**src/rtl/step_sequencer.sv**
```systemverilog
// rtl/step_sequencer.sv - command FIFO driven step/dir pulse generator for the microstepper core
module step_sequencer #(
  parameter int WIDTH      = 16,
  parameter int FIFO_DEPTH = 4,
  parameter int STEP_HIGH  = 8,
  parameter int DIR_SETUP  = 16
) (
  input  logic                          clk,
  input  logic                          resetn,
  input  logic                          cmd_valid,
  output logic                          cmd_ready,
  input  logic                          cmd_dir,
  input  logic [WIDTH-1:0]              cmd_steps,
  input  logic [WIDTH-1:0]              cmd_period,
  input  logic                          abort,
  output logic                          step,
  output logic                          dir,
  output logic                          enable,
  output logic                          busy,
  output logic                          done,
  output logic [WIDTH-1:0]              position,
  output logic [$clog2(FIFO_DEPTH):0]   fifo_level
);

  localparam int AW = $clog2(FIFO_DEPTH);
  localparam int LW = AW + 1;
  localparam logic [WIDTH-1:0] MIN_PERIOD = WIDTH'(2 * STEP_HIGH);
  localparam logic [WIDTH-1:0] HIGH_LEN   = WIDTH'(STEP_HIGH);
  localparam logic [WIDTH-1:0] SETUP_LAST = WIDTH'(DIR_SETUP - 1);
  localparam logic [WIDTH-1:0] HIGH_LAST  = WIDTH'(STEP_HIGH - 1);

  typedef enum logic [1:0] {IDLE, SETUP, HIGH, LOW} state_t;

  state_t            state, state_n;
  logic [WIDTH-1:0]  cnt, cnt_n;
  logic [WIDTH-1:0]  rem, rem_n;
  logic [WIDTH-1:0]  low_len, low_len_n;
  logic              abort_pend, abort_pend_n;
  logic              dir_n, done_n, go_high;
  logic [WIDTH-1:0]  pos_n;

  logic [2*WIDTH:0]  mem [FIFO_DEPTH];
  logic [AW-1:0]     rd_ptr, wr_ptr;
  logic [LW-1:0]     level;
  logic              fifo_full, fifo_empty, push, pop;
  logic              h_dir;
  logic [WIDTH-1:0]  h_steps, h_period, eff_period;

  assign fifo_full  = (level == LW'(FIFO_DEPTH));
  assign fifo_empty = (level == '0);
  assign cmd_ready  = !fifo_full && !abort;
  assign push       = cmd_valid && cmd_ready;
  assign pop        = (state == IDLE) && !fifo_empty && !abort;
  assign fifo_level = level;
  assign busy       = (state != IDLE) || !fifo_empty;

  assign {h_dir, h_steps, h_period} = mem[rd_ptr];
  assign eff_period = (h_period < MIN_PERIOD) ? MIN_PERIOD : h_period;

  always_ff @(posedge clk) begin
    if (push) mem[wr_ptr] <= {cmd_dir, cmd_steps, cmd_period};
  end

  // abort drops everything queued by pulling the read pointer up to the write pointer
  always_ff @(posedge clk or negedge resetn) begin
    if (!resetn) begin
      rd_ptr <= '0;
      wr_ptr <= '0;
      level  <= '0;
    end else begin
      if (push) wr_ptr <= wr_ptr + AW'(1);
      if (abort) begin
        rd_ptr <= wr_ptr;
        level  <= '0;
      end else begin
        if (pop) rd_ptr <= rd_ptr + AW'(1);
        level <= level + LW'(push) - LW'(pop);
      end
    end
  end

  always_comb begin
    state_n      = state;
    cnt_n        = cnt;
    rem_n        = rem;
    low_len_n    = low_len;
    abort_pend_n = abort_pend;
    dir_n        = dir;
    done_n       = 1'b0;
    pos_n        = position;
    go_high      = 1'b0;
    case (state)
      IDLE: begin
        abort_pend_n = 1'b0;
        if (pop) begin
          rem_n     = h_steps;
          low_len_n = eff_period - HIGH_LEN;
          if (h_steps == '0) begin
            done_n = 1'b1;
          end else if (h_dir != dir) begin
            dir_n   = h_dir;
            state_n = SETUP;
            cnt_n   = SETUP_LAST;
          end else begin
            go_high = 1'b1;
          end
        end
      end
      SETUP: begin
        if (abort)            state_n = IDLE;
        else if (cnt == '0)   go_high = 1'b1;
        else                  cnt_n = cnt - WIDTH'(1);
      end
      HIGH: begin
        if (abort) abort_pend_n = 1'b1;
        if (cnt == '0) begin
          if (abort || abort_pend) begin
            state_n      = IDLE;
            abort_pend_n = 1'b0;
          end else begin
            state_n = LOW;
            cnt_n   = low_len - WIDTH'(1);
          end
        end else begin
          cnt_n = cnt - WIDTH'(1);
        end
      end
      LOW: begin
        if (abort) begin
          state_n = IDLE;
        end else if (cnt == '0) begin
          rem_n = rem - WIDTH'(1);
          if (rem == WIDTH'(1)) begin
            done_n  = 1'b1;
            state_n = IDLE;
          end else begin
            go_high = 1'b1;
          end
        end else begin
          cnt_n = cnt - WIDTH'(1);
        end
      end
      default: state_n = IDLE;
    endcase
    // position counts each pulse as it is launched
    if (go_high) begin
      state_n = HIGH;
      cnt_n   = HIGH_LAST;
      pos_n   = dir ? position + WIDTH'(1) : position - WIDTH'(1);
    end
  end

  always_ff @(posedge clk or negedge resetn) begin
    if (!resetn) begin
      state      <= IDLE;
      cnt        <= '0;
      rem        <= '0;
      low_len    <= '0;
      abort_pend <= 1'b0;
      step       <= 1'b0;
      dir        <= 1'b0;
      enable     <= 1'b0;
      done       <= 1'b0;
      position   <= '0;
    end else begin
      state      <= state_n;
      cnt        <= cnt_n;
      rem        <= rem_n;
      low_len    <= low_len_n;
      abort_pend <= abort_pend_n;
      step       <= (state == HIGH);
      dir        <= dir_n;
      enable     <= busy;
      done       <= done_n;
      position   <= pos_n;
    end
  end

endmodule

```
**config.mk**
```make
export PLATFORM = sky130hd
export DESIGN_NAME = step_sequencer
export DESIGN_NICKNAME = d
export VERILOG_FILES = /design/src/rtl/step_sequencer.sv
export SDC_FILE = /design/constraint.sdc
export NUM_CORES = 1
export LEC_CHECK = 0
export BUFFER_PORTS_ARGS = -buffer_cell sky130_fd_sc_hd__buf_2
export CAP_MARGIN = 30
export CORE_MARGIN = 1
export CORE_UTILIZATION = 40
export CTS_BUF_LIST = sky130_fd_sc_hd__clkbuf_8 sky130_fd_sc_hd__clkbuf_16
export CTS_CLUSTER_DIAMETER = 150
export DETAILED_ROUTE_END_ITERATION = 7
export PLACE_DENSITY = 0.59
export SLEW_MARGIN = 25
export SYNTH_ARGS = -nofsm -noshare
export SYNTH_HDL_FRONTEND = slang
export SYNTH_SLANG_ARGS = --single-unit
```
**constraint.sdc**
```tcl
create_clock -name clk -period 10.25 [get_ports clk]
set_input_delay 1.025 -clock clk [delete_from_list [all_inputs] [get_ports clk]]
set_output_delay 1.025 -clock clk [all_outputs]
set_load 0.01 [all_outputs]
```
==> impl_metrics.csv <==
group,metric,value,unit
global_routing,overflow,0,
sta,whs,0.330,ns
floorplanning,core_area,24600,µm²
placed_design,place_ws,6.16,ns
sta,hold_viol,0,
status,status,"completed",
sta,fin_ws,6.19,ns
floorplanning,fp.dieH,161,µm
placed_design,placed_area,10800,µm²
sta,worstMarginPinSlew,0.953,ns
placed_design,routabilityCongestion,0.801,
cts,htreeDepth,1,
sta,finalCritPeriodShare,39.6,%
setup_path,rrSetupSlack,6.19,ns
sta,setup_viol,0,
setup_path,critical_path.max_fanout,34,
cts,numCtsBuffers,23,
cts,post_cts_buffers,0,
layout,multi_input_area,3960,µm²
cts,clock-root-buffer,"clkbuf_16",
setup_path,cp_data_required_time,10.62,ns
synthesis,syn_area,10200,µm²
route,post_drt_wl_per_cell,17.6,µm
route,ant_nets,0,
setup_path,worstPathArrival,4.43,ns
sta,fin_crit,4.06,ns
route,first_pass_iters,5,
cts,ctsHoldBuffers,0,
power_and_ir_drop,p_leak,0.00436,µW
floorplanning,dieArea,26000,µm²
synthesis,synth_top_family_by_area,"compound AO/OA/AOI/OAI gates",
sta,fin_setup_tns,0,ns
synthesis,synth-compound-area-share,11.3,%
route,postRouteWirelength,21.1,mm
cts,cts_tree,"built",
synthesis,synth_mux_area_share,8.13,%
synthesis,synth-seq-area-share,58.2,%
synthesis,async_reset_ff_share,37.1,%
synthesis,synth_area_leaders,"edfxtp_1 (39%), dfrtp_1 (19%), mux4_2 (6.2%), ha_1 (3.7%), nand2_1 (2.7%)",
synthesis,synth_area_leader_cell,"edfxtp_1",
setup_path,startpoint_type,"flip-flop",
synthesis,ys_warn_count,0,
layout,nets,929,
cts,clk_pin_slew_worst_paths,0.06,ns
synthesis,synth-edff-count,132,
setup_path,crit_chain,"buf_4 > mux4_1 > or4_1 > nor2_4 > a2111oi_4 > nor3b_4 > or2_1 > o32ai_1",
synthesis,synth_seq_cells,210,
cts,clock_latency,0.53,ns
global_routing,grt_max_degree,69,
placed_design,dp_hpwl,14.0,mm
synthesis,yosys.area_share.xor_xnor,4.14,%
cts,numClockSinks,210,
sta,slew_viol_final,0,
cts,cts_resized,0,
setup_path,end_kind,"flip-flop",
synthesis,yosys.area.top_type_share,39.0,%
route,drcViolationCount,0,
setup_path,cp_slowest_stage_delay,0.67,ns
power_and_ir_drop,ir_drop,0.000169,V
layout,final_area,11600,µm²
setup_path,path_class,"flip-flop to flip-flop",
layout,seq_area,5920,µm²
floorplanning,fp.dieW,161,µm
synthesis,syn-num-nets,864,
floorplanning,io_pins,62,
synthesis,synth_area_per_cell,12.8,µm²
synthesis,synth_cell_types,75,
synthesis,ys.flop_type,"edfxtp_1",
placed_design,port-buffer-count,61,
global_routing,grt_pass1_vias,6545,
synthesis,synthAdderAreaFrac,4.09,%
power_and_ir_drop,finalPower,3750,µW
layout,fillers,2203,
floorplanning,row_count,57,
power_and_ir_drop,power_density,323,nW/µm²
cts,cts_buffer_depth,3,
route,via_count,6530,
route,avgViaCountPerCell,5.44,
run,maxCapViolCount,0,
global_routing,grt_pass1_wl,34.8,mm
sta,max_freq,246,MHz
synthesis,netlist_instances,795,
sta,fin_worst_skew,0.0172,ns
floorplanning,start_util,41.3,%
sta,slew_headroom,36.5,%
global_routing,grt_usage,16.8,%
global_routing,antenna_found_initial,1,
synthesis,yosys.area_share.simple,11.3,%
setup_path,crit_path_top_delay_cell,"mux4_1",
sta,grt_setup_unrepaired,"no",
worst_hold_path,min_path_type,"input port to asynchronous set/reset pin",
layout,antennaDiodeCount,0,
route,drt-initial-drc-count,364,
layout,syn_to_final_growth,14.1,%
layout,drive_gt1_share,18.0,%
## synthesized netlist by cell type (all sizes together) (4+ instances only)
library cell and instances:
edfxtp 132, dfrtp 78, nand2 73, o21ai 53
nor2 45, a21oi 40, mux4 33, ha 30
xnor2 27, inv 25, o31ai 23, nor3 22
xor2 21, clkbuf 18, nand3 17, buf 16
nor4 13, or3 11, o22ai 10, a31oi 9
and3 9, or4 8, a2bb2oi 5, nor2b 5
or2 5, a21o 4, a22oi 4, o21a 4
## power by group
group / switching, µW / internal (µW) / leakage, µW
sequential: 163 / 1110 / 0.00215
clock: 329 / 516 / 0.000396
combinational: 949 / 683 / 0.00181
total: 1440 / 2310 / 0.00436
## path summary, 6_finish.rpt
path,from,end,cells past startpoint
worst max-delay path,rd_ptr[0],cnt[7],8
worst min-delay path,resetn,position[15],1
worst max register to register,rd_ptr[0],cnt[7],8
worst min register to register,position[15],position[15],1
max in group asynchronous,resetn,low_len[9],3
min in group clk,position[15],position[15],1
## layout by cell type (no fill, tap or decap), drive strengths merged, types with 3 or more instances in the layout
cell     netlist  layout
edfxtp       132     132
dfrtp         78      78
buf           16      74
nand2         73      73
o21ai         53      53
nor2          45      45
a21oi         40      40
mux4          33      33
ha            30      30
inv           25      29
xnor2         27      27
clkbuf        18      27
o31ai         23      23
nor3          22      22
xor2          21      21
nand3         17      17
nor4          13      13
or3           11      11
o22ai         10      10
a31oi          9       9
and3           9       9
or4            8       8
clkinv         1       8
a2bb2oi        5       5
nor2b          5       5
or2            5       5
a21o           4       4
a22oi          4       4
o21a           4       4
nand4          3       3
o2111ai        3       3
o21bai         3       3
mux2           3       3
o211ai         3       3
mux2i          3       3
bufinv         0       3
a221oi         3       3
## metrics by stage
step / std cells / utilization, %
after CTS: 1200 / 47.0
after global placement: 1158 / 43.8
final: 1201 / 47.1
after floorplan: 795 / -
after detailed placement: 1158 / 43.8
after global routing: 1201 / 47.1
## registers in the layout, indices dropped and copies added (netlist names)
signal      cells
abort_pend      1
cnt            16
dir             1
done            1
enable          1
fifo_level      3
low_len        16
mem           132
position       16
rd_ptr          2
rem            16
state           2
step            1
wr_ptr          2
## layout make-up
cell class,count,share of cell area [%]
multi-input cells,525,34.2
repair buffers,74,3.60
well taps,324,3.50
clock buffers,27,5.44
clock inverters,15,1.39
inverters,26,0.842
flip-flops and latches,210,51.0
## critical path, delay by kind of cell (launching register included)
| kind | cells | cell delay (ns) |
|---|---|---|
| AND/OR/NAND/NOR | 4 | 2.03 |
| AO/OA/AOI/OAI | 2 | 0.32 |
| buffers and inverters | 1 | 0.54 |
| multiplexers | 1 | 0.67 |
| flip-flops | 1 | 0.33 |
## cells by family after synthesis
logic type               Yosys count
buffers and inverters             60
AO/OA/AOI/OAI                    180
AND/OR/NAND/NOR                  226
flip-flops                       210
multiplexers                      39
XOR/XNOR                          48
adder cells (fa/ha/maj)           32
## routing by layer
metal / vias to the layer above / track usage (%) / routed length (µm)
met4: 2 / 3.69 / 339
met2: 138 / 27.1 / 9510
met3: 31 / 3.29 / 1120
met5: - / 0 / 13
li1: 3164 / - / -
met1: 3195 / 23.6 / 10200
Note: power is estimated with default switching activity, not from simulation.
